==> src/rtl/clock_set_ctrl_pkg.sv <==
// rtl/clock_set_ctrl_pkg.sv - shared mode encodings, FSM state type and counter sizing helper
package clock_set_ctrl_pkg;

    // Mode codes seen by the datapath and the FND controller (field blinking)
    localparam logic [1:0] MODE_RUN  = 2'd0;
    localparam logic [1:0] MODE_HOUR = 2'd1;
    localparam logic [1:0] MODE_MIN  = 2'd2;

    typedef enum logic [1:0] {
        ST_RUN  = 2'd0,
        ST_HOUR = 2'd1,
        ST_MIN  = 2'd2
    } state_e;

    // Width able to hold 0..max_val, never narrower than one bit
    function automatic int cnt_width(input int max_val);
        return (max_val < 1) ? 1 : $clog2(max_val + 1);
    endfunction

endpackage

==> src/rtl/clock_ctrl_tick.sv <==
// rtl/clock_ctrl_tick.sv - free-running divider producing a one-cycle tick strobe every DIV clocks
module clock_ctrl_tick #(
    parameter int DIV = 100_000
) (
    input  logic iClk,
    input  logic iRst,
    output logic oTick
);

    localparam int CW = (DIV < 2) ? 1 : $clog2(DIV);
    localparam logic [CW-1:0] LAST = CW'(DIV - 1);

    logic [CW-1:0] r_cnt;
    logic          r_tick;

    // Count 0..DIV-1 and fire a registered strobe on the wrap
    always_ff @(posedge iClk) begin
        if (iRst) begin
            r_cnt  <= '0;
            r_tick <= 1'b0;
        end else if (r_cnt == LAST) begin
            r_cnt  <= '0;
            r_tick <= 1'b1;
        end else begin
            r_cnt  <= r_cnt + CW'(1);
            r_tick <= 1'b0;
        end
    end

    assign oTick = r_tick;

endmodule

==> src/rtl/clock_set_ctrl.sv <==
// rtl/clock_set_ctrl.sv - set-mode FSM, adjust pulses with hold-to-repeat, inactivity timeout and field blink
module clock_set_ctrl
    import clock_set_ctrl_pkg::*;
#(
    parameter int CLK_FREQ   = 100_000_000,
    parameter int TICK_HZ    = 1000,
    parameter int HOLD_MS    = 500,
    parameter int REPEAT_MS  = 100,
    parameter int TIMEOUT_MS = 10000,
    parameter int BLINK_MS   = 250
) (
    input  logic       iClk,
    input  logic       iRst,
    input  logic       iBtn_Set,
    input  logic       iBtn_Up,
    input  logic       iBtn_Down,
    output logic       oSet,
    output logic       oHour_Up,
    output logic       oHour_Down,
    output logic       oMin_Up,
    output logic       oMin_Down,
    output logic [1:0] oMode,
    output logic       oBlink
);

    localparam int DIV = CLK_FREQ / TICK_HZ;

    localparam int HOLD_W = cnt_width(HOLD_MS);
    localparam int REP_W  = cnt_width(REPEAT_MS);
    localparam int TO_W   = cnt_width(TIMEOUT_MS);
    localparam int BL_W   = cnt_width(BLINK_MS);

    localparam logic [HOLD_W-1:0] HOLD_LAST = HOLD_W'((HOLD_MS > 0) ? HOLD_MS - 1 : 0);
    localparam logic [HOLD_W-1:0] HOLD_MAX  = HOLD_W'(HOLD_MS);
    localparam logic [REP_W-1:0]  REP_LAST  = REP_W'((REPEAT_MS > 0) ? REPEAT_MS - 1 : 0);
    localparam logic [REP_W-1:0]  REP_MAX   = REP_W'(REPEAT_MS);
    localparam logic [TO_W-1:0]   TO_LAST   = TO_W'((TIMEOUT_MS > 0) ? TIMEOUT_MS - 1 : 0);
    localparam logic [TO_W-1:0]   TO_MAX    = TO_W'(TIMEOUT_MS);
    localparam logic [BL_W-1:0]   BL_LAST   = BL_W'((BLINK_MS > 0) ? BLINK_MS - 1 : 0);
    localparam logic              TO_EN     = (TIMEOUT_MS > 0);

    logic              w_tick;

    state_e            r_state;
    logic [1:0]        r_mode;
    logic              r_set;

    logic              r_set_q;
    logic              r_up_q;
    logic              r_dn_q;

    logic              r_armed;
    logic              r_repeating;
    logic [HOLD_W-1:0] r_hold;
    logic [REP_W-1:0]  r_rep;

    logic [TO_W-1:0]   r_to;
    logic [BL_W-1:0]   r_blink_cnt;
    logic              r_blink;

    logic              r_hour_up;
    logic              r_hour_dn;
    logic              r_min_up;
    logic              r_min_dn;

    logic              w_set_edge;
    logic              w_up_edge;
    logic              w_dn_edge;
    logic              w_any_btn;
    logic              w_in_set;
    logic              w_one;
    logic              w_adj_edge;
    logic              w_adj_active;
    logic              w_rep_due;
    logic              w_pulse;
    logic              w_to_hit;
    logic              w_enter;
    logic              w_to_run;

    clock_ctrl_tick #(
        .DIV (DIV)
    ) u_tick (
        .iClk  (iClk),
        .iRst  (iRst),
        .oTick (w_tick)
    );

    assign w_set_edge = iBtn_Set  & ~r_set_q;
    assign w_up_edge  = iBtn_Up   & ~r_up_q;
    assign w_dn_edge  = iBtn_Down & ~r_dn_q;
    assign w_any_btn  = iBtn_Set | iBtn_Up | iBtn_Down;
    assign w_in_set   = (r_state != ST_RUN);

    // Exactly one of Up/Down pressed; both together means "do nothing"
    assign w_one        = iBtn_Up ^ iBtn_Down;
    assign w_adj_edge   = w_one & (iBtn_Up ? w_up_edge : w_dn_edge);
    // A Set edge owns the cycle, so adjusting is suppressed while the field changes
    assign w_adj_active = w_in_set & ~w_set_edge & w_one;
    assign w_rep_due    = r_armed & w_tick &
                          (r_repeating ? (r_rep == REP_LAST) : (r_hold == HOLD_LAST));
    assign w_pulse      = w_adj_active & (w_adj_edge | w_rep_due);

    assign w_to_hit = TO_EN & w_in_set & w_tick & ~w_any_btn & (r_to == TO_LAST);
    assign w_enter  = w_set_edge & (r_state != ST_MIN);
    assign w_to_run = (w_set_edge & (r_state == ST_MIN)) | w_to_hit;

    // Previous button levels; loading the live level during reset keeps a held button from edging on release
    always_ff @(posedge iClk) begin
        if (iRst) begin
            r_set_q <= iBtn_Set;
            r_up_q  <= iBtn_Up;
            r_dn_q  <= iBtn_Down;
        end else begin
            r_set_q <= iBtn_Set;
            r_up_q  <= iBtn_Up;
            r_dn_q  <= iBtn_Down;
        end
    end

    // Mode FSM: Set edges step RUN->HOUR->MIN->RUN, inactivity drops back to RUN
    always_ff @(posedge iClk) begin
        if (iRst) begin
            r_state <= ST_RUN;
            r_mode  <= MODE_RUN;
            r_set   <= 1'b0;
        end else if (w_set_edge) begin
            case (r_state)
                ST_RUN: begin
                    r_state <= ST_HOUR;
                    r_mode  <= MODE_HOUR;
                    r_set   <= 1'b1;
                end
                ST_HOUR: begin
                    r_state <= ST_MIN;
                    r_mode  <= MODE_MIN;
                    r_set   <= 1'b1;
                end
                default: begin
                    r_state <= ST_RUN;
                    r_mode  <= MODE_RUN;
                    r_set   <= 1'b0;
                end
            endcase
        end else if (w_to_hit) begin
            r_state <= ST_RUN;
            r_mode  <= MODE_RUN;
            r_set   <= 1'b0;
        end
    end

    // Hold/repeat tracking; only a fresh press in the current field arms auto-repeat
    always_ff @(posedge iClk) begin
        if (iRst || !w_adj_active) begin
            r_armed     <= 1'b0;
            r_repeating <= 1'b0;
            r_hold      <= '0;
            r_rep       <= '0;
        end else if (w_adj_edge) begin
            r_armed     <= 1'b1;
            r_repeating <= 1'b0;
            r_hold      <= '0;
            r_rep       <= '0;
        end else if (r_armed && w_tick) begin
            if (!r_repeating) begin
                if (r_hold == HOLD_LAST) begin
                    r_repeating <= 1'b1;
                    r_rep       <= '0;
                end else if (r_hold != HOLD_MAX) begin
                    r_hold <= r_hold + HOLD_W'(1);
                end
            end else if (r_rep == REP_LAST) begin
                r_rep <= '0;
            end else if (r_rep != REP_MAX) begin
                r_rep <= r_rep + REP_W'(1);
            end
        end
    end

    // Route the single adjust pulse to the field of the current mode and the pressed direction
    always_ff @(posedge iClk) begin
        if (iRst) begin
            r_hour_up <= 1'b0;
            r_hour_dn <= 1'b0;
            r_min_up  <= 1'b0;
            r_min_dn  <= 1'b0;
        end else begin
            r_hour_up <= w_pulse & (r_state == ST_HOUR) & iBtn_Up;
            r_hour_dn <= w_pulse & (r_state == ST_HOUR) & iBtn_Down;
            r_min_up  <= w_pulse & (r_state == ST_MIN)  & iBtn_Up;
            r_min_dn  <= w_pulse & (r_state == ST_MIN)  & iBtn_Down;
        end
    end

    // Inactivity counter: cleared while any button is down, saturating tick count otherwise
    always_ff @(posedge iClk) begin
        if (iRst || w_any_btn) begin
            r_to <= '0;
        end else if (w_tick && (r_to != TO_MAX)) begin
            r_to <= r_to + TO_W'(1);
        end
    end

    // Blink: dark in RUN, forced on at field entry or an adjust, else toggles each BLINK_MS ticks
    always_ff @(posedge iClk) begin
        if (iRst || w_to_run || (!w_in_set && !w_enter)) begin
            r_blink     <= 1'b0;
            r_blink_cnt <= '0;
        end else if (w_enter || w_pulse) begin
            r_blink     <= 1'b1;
            r_blink_cnt <= '0;
        end else if (w_tick) begin
            if (r_blink_cnt == BL_LAST) begin
                r_blink     <= ~r_blink;
                r_blink_cnt <= '0;
            end else begin
                r_blink_cnt <= r_blink_cnt + BL_W'(1);
            end
        end
    end

    assign oSet       = r_set;
    assign oMode      = r_mode;
    assign oHour_Up   = r_hour_up;
    assign oHour_Down = r_hour_dn;
    assign oMin_Up    = r_min_up;
    assign oMin_Down  = r_min_dn;
    assign oBlink     = r_blink;

endmodule
==> config.mk <==
export PLATFORM = sky130hd
export DESIGN_NAME = clock_set_ctrl
export DESIGN_NICKNAME = d
export VERILOG_FILES = /design/src/rtl/clock_set_ctrl_pkg.sv /design/src/rtl/clock_ctrl_tick.sv /design/src/rtl/clock_set_ctrl.sv
export SDC_FILE = /design/constraint.sdc
export NUM_CORES = 1
export LEC_CHECK = 0
export BUFFER_PORTS_ARGS = -buffer_cell sky130_fd_sc_hd__buf_4
export CORE_ASPECT_RATIO = 1.25
export CORE_MARGIN = 2
export CORE_UTILIZATION = 40
export DETAILED_ROUTE_END_ITERATION = 16
export PLACE_DENSITY = 0.66
export SETUP_SLACK_MARGIN = 0.5
export SLEW_MARGIN = 25
export SYNTH_ARGS = -nofsm -noshare
export SYNTH_HDL_FRONTEND = slang
export SYNTH_SLANG_ARGS = --single-unit
==> constraint.sdc <==
create_clock -name iClk -period 2.2 [get_ports iClk]
set_input_delay 0.33 -clock iClk [delete_from_list [all_inputs] [get_ports iClk]]
set_output_delay 0.33 -clock iClk [all_outputs]
set_load 0.005 [all_outputs]
Yosys cells after proc, flatten, opt, wreduce, memory -nomap -nowiden --
Cells that the tools add are included.
Storage, ports and cells: bits in registers 69, latch bits 0, bits in writable memories 0, bits in read-only memories 0, input port bits 5, output and inout bits 8, logic and storage cells 111, memories kept 0
Operators by class: add/sub/neg operators 5, $mul 0, divide/modulo/power cells 0, order comparisons 0, eq/ne operators 12, shift operators 0, mux-type cells 19, bitwise logic cells 33, reduce and logical (&&, ||, !) cells 24
Operators by type and width (count):
- $mux W7 | 4
- $and A1 B1 Y1 | 20
- $add A17 B1 Y17 const B | 1
- $eq A17 B17 Y1 const B | 1
- $add A14 B1 Y14 const B | 1
- $eq A14 B14 Y1 const B | 1
- $ne A14 B14 Y1 const B | 1
- $mux W1 | 11
- $reduce_bool A2 Y1 | 5
- $add A9 B1 Y9 const B | 1
- $eq A9 B9 Y1 const B | 1
- $ne A9 B9 Y1 const B | 1
- $add A8 B1 Y8 const B | 1
- $eq A8 B8 Y1 const B | 1
- $mux W8 | 1
- $not A1 Y1 | 8
- $reduce_or A2 Y1 | 4
- $add A7 B1 Y7 const B | 1
- $eq A7 B7 Y1 const B | 1
- $ne A7 B7 Y1 const B | 1
- $logic_or A1 B1 Y1 | 5
- $mux W2 | 2
- $or A1 B1 Y1 | 4
- $pmux W2 S2 | 1
- other kinds (11) | 15

Depth between registers and ports, before layout --
Gate-level depths: netlist of run 1.
word-level depth 9, depth in mapped cells 7, depth with buffers taken out 7

Modules after synthesis --
Synthesis of run 1 repeated with hierarchy kept, for this count alone.
Second synthesis, totals: cells, all modules 379, area, all modules 3458.3 um2
By module, submodules not included:
- clock_set_ctrl | times used 1, cells an instance 291, area each 2596.2 um2, sequential area each 1021.0 um2
- clock_ctrl_tick | times used 1, cells an instance 88, area each 862.1 um2, sequential area each 360.3 um2

Least setup slack after synthesis of run 1 --
No wires, ideal clock.
path kind register to register, start point register r_to[1], end point register r_mode[0], in the netlist oMode[0], setup time 0.126 ns, data arrival time 1.746 ns, data required time 2.074 ns, slack 0.328 ns, cell stages (with the launch flop) 7, buffers on the path 0, period minus slack after synthesis 1.872 ns, cells stage by stage dfxtp_1 ha_1 nand4_1 or4_1 or4_4 a31oi_1 nor2_1
Between the ends: cells in the longest elaborated chain, start to end 3
Ends and longest elaborated chain:
- from (decl) | line clock_set_ctrl.sv:57 | logic [TO_W-1:0] r_to;
- from (signal assigned) | line clock_set_ctrl.sv:199 | r_to <= r_to + TO_W'(1);
- $eq A14 B14 Y1 | line clock_set_ctrl.sv:103 | assign w_to_hit = TO_EN & w_in_set & w_tick & ~w_any_btn & (r_to == TO_LAST);
- $and A1 B1 Y1 | line clock_set_ctrl.sv:103
- $reduce_bool A2 Y1 (no line)
- to (signal assigned) | line clock_set_ctrl.sv:124 | r_mode <= MODE_RUN;
- to (signal assigned) | line clock_set_ctrl.sv:130 | r_mode <= MODE_HOUR;
- to (signal assigned) | line clock_set_ctrl.sv:135 | r_mode <= MODE_MIN;
- to (decl) | line clock_set_ctrl.sv:45 | logic [1:0] r_mode;
Every way passes these cells. A chain may end at the register's enable or synchronous reset.

Worst setup path in the final report of run 1 --
start point register r_to[1], end point register r_blink_cnt[1]
Between the ends: cells in the longest elaborated chain, start to end 6
Ends and longest elaborated chain:
- $eq A14 B14 Y1 | line clock_set_ctrl.sv:103
- $and A1 B1 Y1 | line clock_set_ctrl.sv:103
- $or A1 B1 Y1 | line clock_set_ctrl.sv:105 | assign w_to_run = (w_set_edge & (r_state == ST_MIN)) | w_to_hit;
- $logic_or A1 B1 Y1 (2 in series) | line clock_set_ctrl.sv:205 | if (iRst || w_to_run || (!w_in_set && !w_enter)) begin
- $reduce_or A2 Y1 (no line)
- to (signal assigned) | line clock_set_ctrl.sv:216 | r_blink_cnt <= r_blink_cnt + BL_W'(1);
- to (decl) | line clock_set_ctrl.sv:58 | logic [BL_W-1:0] r_blink_cnt;
Every way passes these cells.

==> impl_results.md, run 1 <==
- Status: finished clean
- Startpoint Class: flip-flop
- Final GP Congestion: 0.804
- Most frequent cells in the layout: 61 x nor2_1, 58 x dfxtp_1, 33 x buf_4
- Critical path type: reg2reg
- Total grt overflow: 0
- Wirelength per Cell: 13.0 um
- Post-route DRC: 0
- Worst slew pin tran: 0.475 ns
- Worst-Skew Late Latency: 0.34 ns
- Yosys reg bits: 69
- Share of cells above drive strength 1: 0.239
- Total of max-cap violations: 0
- Synth area leaders: dfxtp_1 43%, nor2_1 7.3%, xnor2_1 7.1%
- Initial core utilization: 0.410
- Initial antenna violation count: 0
- Most used DFF post-synth: dfxtp_1
- CTS Buffer Depth: 2
- Slowest CP cell: or4_4
- Detailed-placement wirelength estimate: 4.26 mm
- Cell area after synthesis: 3190 um^2
- Max incr delay on CP: 0.48 ns
- Drt total wl: 6.46 mm
- Slew HR: 0.684
- Req. time, crit path: 2.41 ns
- Total track usage: 0.149
- First-pass GRT wire length: 10.9 mm
- Crit-path max FO: 8
- Die Span Y: 104 um
- Die area: 8710 um^2
- Yosys top cell by area: dfxtp_1
- Final Setup Violations: 0
- ANT nets after route: 0
- IO buf count: 12
- Core area: 7790 um^2
- CTS tree: yes
- Peak VDD IR: 0.452 mV
- Routed vias/inst: 5.28
- I/O pin cnt: 13
- Yosys Warn Count: 0
- Root Driver: clkbuf_8
- Worst hold-check path type: in2reg
- 1st-iter DRT viols: 131
- Setup_tns: 0 ns
- Worst endpoint data arrival time: 2.06 ns
- Sequential area share after synthesis: 0.433
- Final-report hold violation count: 0
- Post-synth top area share: 0.433
- Post-Layout Cell Count: 496
- Post-CTS Hold Fix Bufs: 0
- Post-layout nets: 411
- Syn Inst Count: 362
- PwrDens: 596 nW/um^2
- Clock skew: 0.0142 ns
- Static leakage: 1.31 nW
- Largest net degree at the start of global routing: 18
- Final Max Slew Viols: 0
- RSZ-0062 raised after global routing: true
- Via count: 2,621
- CP cell instances: ha_4, nand4_1, or4_1, or4_4, o211ai_4, nor3_1
- Synth Area per Inst: 8.82 um^2
- Pre-antenna DRT Iters: 4
- Number of synthesized flops with an enable pin: 0
- Total placed cells including tap cells: 462
- Final worst path period share: 0.844
- Vias in the first global route: 2,449
- Overall Power: 2.35 mW
- Synthesized net count: 376
- CTS Buf Count: 9
- Most common cell after layout, fill and taps aside: nor2_1
- H-Tree Depth: 3
- FF-to-FF setup slack: 0.34 ns
- Crit. End Element: flip-flop
- Fmax: 0.539 GHz
- Chip width: 83.9 um
- Tmin final: 1.86 ns
- Clk sink count: 69
- Synth unique cells: 45
- Post-synth ARST share: 0
- Row count: 36
- CTS clk-pin slew, worst paths: 0.07 ns
- Inserted Diodes: 0
- Area Growth Syn to Fin: 23.7%
-- cell usage after synthesis (all sizes together) (4+ instances only) --
library cell / count
nor3: 15
ha: 9
dfxtp: 69
nand4: 10
nand3: 15
a31oi: 4
and3: 7
xnor2: 26
a21oi: 8
inv: 15
nor4: 10
xor2: 19
clkbuf: 10
or3: 4
and4: 8
nor2: 62
nand2: 29
nand2b: 4
-- power breakdown --
part	switching [mW]	leakage (nW)	internal [mW]
Clock	0.480	0.0915	0.517
Sequential	0.00971	0.564	1.26
Combinational	0.0554	0.653	0.0343
-- metal layers --
metal  track usage  wire [um]  vias up
li1              -          -     1332
met4        0.0530         85        0
met2         0.248       3160       30
met5             0          0        -
met3        0.0349        162        8
met1         0.189       3060     1251
-- cells by family after synthesis --
kind of cell / Yosys count / share of synthesized area
buf+inv: 26 / 0.0318
compound gates: 30 / 0.0741
mux: 3 / 0.0102
xor+xnor: 45 / 0.123
flops: 69 / 0.433
simple gates: 180 / 0.292
fa+ha+maj: 9 / 0.0353
-- metrics by stage --
stage	worst slack, ns	util	instance area [um^2]	hold slack [ns]
global route	0.284	0.507	3950	0.115
global placement	0.281	0.437	3410	0.441
finish	0.344	0.507	3950	0.127
CTS	0.368	0.480	3740	0.111
floorplan	0.343	-	3210	0.358
detailed placement	0.239	0.437	3410	0.453
-- worst max-delay path, delay by kind of cell, from the launching register on --
kind | cells | cell delay [ns]
adders and majority gates | 1 | 0.13
and+or+nand+nor | 4 | 1.08
AOI/OAI and AO/OA | 1 | 0.16
DFF | 1 | 0.36
-- flip-flops by register name, summed over array words and instances (netlist names) --
| signal | flops |
|---|---|
| oBlink | 1 |
| oHour_Down | 1 |
| oHour_Up | 1 |
| oMin_Down | 1 |
| oMin_Up | 1 |
| oMode | 2 |
| oSet | 1 |
| r_armed | 1 |
| r_blink_cnt | 8 |
| r_dn_q | 1 |
| r_hold | 9 |
| r_rep | 7 |
| r_repeating | 1 |
| r_set_q | 1 |
| r_to | 14 |
| r_up_q | 1 |
| u_tick.oTick | 1 |
| u_tick.r_cnt | 17 |
-- worst paths after layout --
kind,start,end,cells past startpoint
setup / recovery,r_to[1],r_blink_cnt[1],6
hold / removal,iBtn_Set,r_set_q,1
setup reg to reg,r_to[1],r_blink_cnt[1],6
hold reg to reg,u_tick.r_cnt[0],u_tick.r_cnt[0],1
-- repair_timing --
action | CTS | global route
pin swaps | 11 | 18
gates resized for setup | 20 | 26
setup buffers | 6 | 12
cloned | 0 | 1
endpoints found under the setup margin | 54 | 33
-- layout make-up --
cell class | count | area (um^2)
flip-flops and latches | 69 | 1400
inverters | 15 | 56.3
well taps | 95 | 119
fillers | 731 | 3840
clock buffers | 9 | 124
clock inverters | 6 | 63.8
repair buffers | 34 | 259
multi-input cells | 268 | 1920
Note: power is estimated with default switching activity, not from simulation.
==> run 2, diff against run 1 <==
--- a/config.mk
+++ b/config.mk
@@ -5,12 +5,13 @@
 export SDC_FILE = /design/constraint.sdc
 export NUM_CORES = 1
 export LEC_CHECK = 0
+export ABC_AREA = 1
 export BUFFER_PORTS_ARGS = -buffer_cell sky130_fd_sc_hd__buf_4
 export CORE_ASPECT_RATIO = 1.25
 export CORE_MARGIN = 2
 export CORE_UTILIZATION = 40
 export DETAILED_ROUTE_END_ITERATION = 16
-export PLACE_DENSITY = 0.66
+export PLACE_DENSITY = 0.68
 export SETUP_SLACK_MARGIN = 0.5
 export SLEW_MARGIN = 25
 export SYNTH_ARGS = -nofsm -noshare
==> constraint.sdc (replaced) <==
create_clock -name iClk -period 1.7 [get_ports iClk]
set_input_delay 0.255 -clock iClk [delete_from_list [all_inputs] [get_ports iClk]]
set_output_delay 0.255 -clock iClk [all_outputs]
set_load 0.005 [all_outputs]
==> impl_results.md, run 2 <==
- Place WS: 0.117 ns
- Crit path buffers/inverters: 1
- H-Tree Depth: 3
- Post-synth top area share: 0.378
- Fmax: 0.677 GHz
- Syn Inst Count: 520
- Die Span Y: 111 um
- Worst r2r dst: r_rep[0]
- Synth area leaders: dfxtp_1 38%, nand2_1 13%, inv_1 6.8%
- CP cell instances: ha_4, nand2_4, nor2_4, nand2_2, nand2_4, buf_4, nand3_4, nor2_1, nor2_1
- 1st-iter DRT viols: 112
- Hold path cells: 1
- Fill cells: 716
- Total grt overflow: 0
- ANT nets after route: 0
- Slowest CP cell: dfxtp_4
- Chip width: 89.5 um
- Most common cell in the netlist: nand2_1
- Post-synth ARST share: 0
- Most frequent cells in the layout: 91 x nand2_1, 68 x buf_4, 47 x inv_1
- Die area: 9930 um^2
- Total track usage: 0.197
- Largest regs: u_tick.r_cnt x17, r_to x14, r_hold x9
- IO buf count: 12
- Initial antenna violation count: 0
- Crit. End Element: flip-flop
- Post-route DRC: 0
- Startpoint Class: flip-flop
- Detailed-placement wirelength estimate: 5.65 mm
- PwrDens: 677 nW/um^2
- Tmin final: 1.48 ns
- CTS Buf Count: 9
- Synth unique cells: 34
- Drt total wl: 10.4 mm
- Final Setup Violations: 0
- Top delay family on crit path: simple AND/OR/NAND/NOR gates
- Synthesized net count: 534
- I/O pin cnt: 13
- Inserted Diodes: 0
- Final setup margin: 0.224 ns
- Crit-path max FO: 7
- Yosys Warn Count: 0
- Synth top cells by count: 129 x nand2_1, 69 x dfxtp_1, 66 x inv_1
- Status: finished clean
- Initial core utilization: 0.405
- RSZ-0062 raised after global routing: true
- Final-report hold violation count: 0
- Launching point of the worst reg2reg path: r_hold[0]
- Total of max-cap violations: 0
- Cell Area, Placed: 4010 um^2
- Static leakage: 2.07 nW
- FF-to-FF setup slack: 0.22 ns
- First-pass GRT wire length: 15.5 mm
- Core area: 9030 um^2
- Number of synthesized flops with an enable pin: 0
- Yosys reg bits: 69
- R2r worst-path depth: 9
- Clk sink count: 69
- Via count: 3,744
- Synth Area per Inst: 7.04 um^2
- Post-route cell area: 5570 um^2
- Worst-Skew Late Latency: 0.34 ns
- Vias in the first global route: 3,605
- Largest net degree at the start of global routing: 14
- Wirelength per Cell: 14.0 um
- Pre-antenna DRT Iters: 4
- Biggest register: u_tick.r_cnt
- Critical path type: reg2reg
- Sequential area share after synthesis: 0.378
- Worst hold-check path type: in2reg
- Max FFs per register: 17
- Yosys top cell by area: dfxtp_1
- Final GP Congestion: 0.816
- Root Driver: clkbuf_16
- Hold path endpoint: r_set_q
- Worst slew pin tran: 0.547 ns
- CTS tree: yes
- Row count: 39
- Area Growth Syn to Fin: 52.2%
- Setup_tns: 0 ns
- Peak VDD IR: 0.537 mV
- CTS Buffer Depth: 2
- CTS clk-pin slew, worst paths: 0.06 ns
- Slew HR: 0.635
- Hold Slack: 0.0305 ns
- Post-layout nets: 623
- Post-CTS Hold Fix Bufs: 0
- Max incr delay on CP: 0.38 ns
- Most used DFF post-synth: dfxtp_1
- Final worst path period share: 0.868
- Req. time, crit path: 1.93 ns
- Routed vias/inst: 5.08
- Hold path start: iBtn_Set
- Share of cells above drive strength 1: 0.495
- Most common cell after layout, fill and taps aside: nand2_1
- Cell area after synthesis: 3660 um^2
- Clock skew: 0.00728 ns
- Final Max Slew Viols: 0
- Layout Utilization: 0.617
- Worst endpoint data arrival time: 1.70 ns
run 2: changes by cell type after synthesis, moves of 13 or more:
cell / before / now
nand2_1: 29 / 129
inv_1: 15 / 66
a21oi_1: 7 / 29
xnor2_1: 26 / 4
nand3_1: 15 / 31
o21ai_0: 2 / 15
run 2: worst reg2reg max path: cells and delay by family (launching register included):
family | cells | cell delay, ns
AND/OR/NAND/NOR | 7 | 0.69
flip-flops | 1 | 0.38
buffers and inverters | 1 | 0.14
adder cells (fa/ha/maj) | 1 | 0.15
run 2: worst max path at each step:
stage,start,to,slack [ns],cells past startpoint
final,r_hold[0],r_rep[0],0.22,9
after global routing,r_hold[0],r_rep[0],0.13,9
after CTS,r_rep[0],r_blink_cnt[1],0.28,10
after detailed placement,iBtn_Set,r_repeating,0.12,10
after global placement,iBtn_Set,r_repeating,0.15,10
after floorplan,r_rep[1],r_blink_cnt[1],0.38,10
run 2: layout make-up:
type / instances / area [um^2] / share of cell area
repair buffers: 83 / 743 / 0.134
inverters: 70 / 290 / 0.0521
clock buffers: 12 / 267 / 0.0479
repair inverters: 2 / 15.0 / 0.00270
clock inverters: 4 / 45.0 / 0.00809
flip-flops and latches: 69 / 1450 / 0.261
well taps: 123 / 154 / 0.0276
multi-input cells: 374 / 2600 / 0.467
run 2: timing repair:
| action | CTS | global route |
|---|---|---|
| pin swaps | 47 | 32 |
| resized for setup | 117 | 89 |
| setup endpoints to repair | 64 | 65 |
| buffers inserted | 45 | 18 |
| cloned | 3 | 2 |
run 2: logic make-up after synthesis:
kind of cell             synth area share
adder cells (fa/ha/maj)            0.0308
XOR/XNOR                           0.0598
AO/OA/AOI/OAI                      0.0941
buffers and inverters              0.0899
flip-flops                          0.378
AND/OR/NAND/NOR                     0.348
run 2: metal layers:
layer / global-route usage / part of all wire / vias up
met5: 0 / 0 / -
met4: 0.110 / 0.024 / 0
met3: 0.0447 / 0.028 / 21
met2: 0.349 / 0.55 / 56
met1: 0.204 / 0.40 / 1813
li1: - / - / 1854
run 2: where the power goes:
group | switching [mW] | internal [mW]
logic | 0.0994 | 0.0741
registers | 0.0183 | 1.62
clock network | 0.710 | 1.25
run 2: stage by stage:
step	total power, mW	cells
after floorplan	1.76	520
after global placement	1.80	653
after detailed placement	1.80	653
after CTS	3.77	717
after global routing	3.88	737
final	3.77	737
==> run 3, diff against run 2 <==
--- a/config.mk
+++ b/config.mk
@@ -9,9 +9,9 @@
 export BUFFER_PORTS_ARGS = -buffer_cell sky130_fd_sc_hd__buf_4
 export CORE_ASPECT_RATIO = 1.25
 export CORE_MARGIN = 2
-export CORE_UTILIZATION = 40
+export CORE_UTILIZATION = 45
 export DETAILED_ROUTE_END_ITERATION = 16
-export PLACE_DENSITY = 0.68
+export PLACE_DENSITY = 0.73
 export SETUP_SLACK_MARGIN = 0.5
 export SLEW_MARGIN = 25
 export SYNTH_ARGS = -nofsm -noshare
==> impl_results.md, run 3 (synthesis results as in run 2) <==
- Status: finished clean
- Row count: 36
- Slew HR: 0.631
- Biggest register: u_tick.r_cnt
- Most frequent cells in the layout: 88 x nand2_1, 49 x inv_1, 39 x nor2_1
- Total of max-cap violations: 0
- Via count: 3,703
- Initial antenna violation count: 0
- Fill cells: 605
- Wirelength per Cell: 15.3 um
- Peak VDD IR: 0.437 mV
- Area Growth Syn to Fin: 42.1%
- Place WS: 0.148 ns
- PwrDens: 640 nW/um^2
- IO buf count: 12
- Chip width: 84.6 um
- Inserted Diodes: 0
- Met3 global-route usage: 0.0403
- Worst-Skew Late Latency: 0.36 ns
- Startpoint Class: flip-flop
- Setup_tns: 0 ns
- CTS tree: yes
- Clk sink count: 69
- Clock skew: 0.0116 ns
- CTS clk-pin slew, worst paths: 0.08 ns
- Pre-antenna DRT Iters: 5
- Post-layout nets: 596
- Final-report hold violation count: 0
- Routed vias/inst: 5.43
- Most common cell after layout, fill and taps aside: nand2_1
- ANT nets after route: 0
- RSZ-0062 raised after global routing: true
- Top delay family on crit path: simple AND/OR/NAND/NOR gates
- Crit path buffers/inverters: 0
- Final Max Slew Viols: 0
- Post-route DRC: 0
- Post-CTS Hold Fix Bufs: 0
- Crit. End Element: flip-flop
- Largest net degree at the start of global routing: 12
- First-pass GRT wire length: 15.6 mm
- CTS Buffer Depth: 2
- CP cell instances: ha_4, nand3_4, nor2_4, nand3_4, nor2_4, nand2_2, xor2_1, nor2_1
- Met2 Track Usage GR: 0.381
- Vias in the first global route: 3,640
- Core area: 7840 um^2
- Fmax: 0.654 GHz
- Die area: 8870 um^2
- Critical path type: reg2reg
- Detailed-placement wirelength estimate: 5.52 mm
- Drt total wl: 10.4 mm
- CTS Buf Count: 9
- Initial core utilization: 0.467
- Worst slew pin tran: 0.553 ns
- Final GP Congestion: 0.887
- Slowest CP cell: dfxtp_4
- Final setup margin: 0.170 ns
- Worst hold-check path type: in2reg
- Share of cells above drive strength 1: 0.460
- Max FFs per register: 17
- Req. time, crit path: 1.95 ns
- Die Span Y: 105 um
- Final Setup Violations: 0
- Worst endpoint data arrival time: 1.78 ns
- Max incr delay on CP: 0.39 ns
- Crit-path max FO: 4
- Total grt overflow: 0
- Final worst path period share: 0.900
- 1st-iter DRT viols: 391
- GRT busiest layer: met2
- Tmin final: 1.53 ns
- Largest regs: u_tick.r_cnt x17, r_to x14, r_hold x9
- Total track usage: 0.216
- Grt met1 use: 0.241
- I/O pin cnt: 13
- H-Tree Depth: 3
- Static leakage: 1.93 nW
- Root Driver: clkbuf_8
run 3: changes by cell type in the layout (fill, tap and decap cells not counted), sizes merged:
cell / change
nand2: +1
clkinv: -1
buf: -28
bufinv: +1
run 3: worst paths after layout:
| check | start | cells after the start | slack (ns) | to |
|---|---|---|---|---|
| min | iBtn_Set | 1 | 0.03 | r_set_q |
| min reg2reg | u_tick.r_cnt[0] | 1 | 0.46 | u_tick.r_cnt[0] |
| max | u_tick.r_cnt[0] | 8 | 0.17 | u_tick.r_cnt[12] |
| max reg2reg | u_tick.r_cnt[0] | 8 | 0.17 | u_tick.r_cnt[12] |
run 3: layout make-up:
class | instances | area, um^2 | share of cell area
inverter | 70 | 285 | 0.0549
multi-input combinational | 375 | 2610 | 0.501
tap | 95 | 119 | 0.0229
sequential | 69 | 1460 | 0.280
timing repair buffer | 55 | 494 | 0.0950
timing repair inverter | 2 | 15.0 | 0.00289
clock buffer | 12 | 155 | 0.0298
clock inverter | 4 | 70.1 | 0.0135
run 3: where the power goes:
group | switching (mW) | total, mW | leakage [nW] | internal (mW)
Clock | 0.638 | 1.54 | 0.116 | 0.902
Combinational | 0.0922 | 0.152 | 1.23 | 0.0602
Sequential | 0.0209 | 1.64 | 0.579 | 1.62
run 3: per-layer routing:
metal / vias to the layer above / routed length (um)
li1: 1792 / -
met1: 1749 / 4160
met2: 123 / 5420
met3: 39 / 489
met4: 0 / 352
met5: - / 0
run 3: repair_timing:
action,CTS,global route
pin swaps,38,41
setup buffers,25,12
endpoints found under the setup margin,64,65
gates cloned,5,0
resized for setup,103,108
run 3: metrics by stage:
stage	power, mW	cells	util	hold slack (ns)	cell area [um^2]
after global placement	1.80	624	0.506	0.386	3970
after floorplan	1.76	520	-	0.283	3790
after CTS	3.32	670	0.606	0.0159	4750
after global routing	3.41	682	0.663	0.0162	5200
after detailed placement	1.80	624	0.506	0.389	3970
final	3.33	682	0.663	0.0305	5200
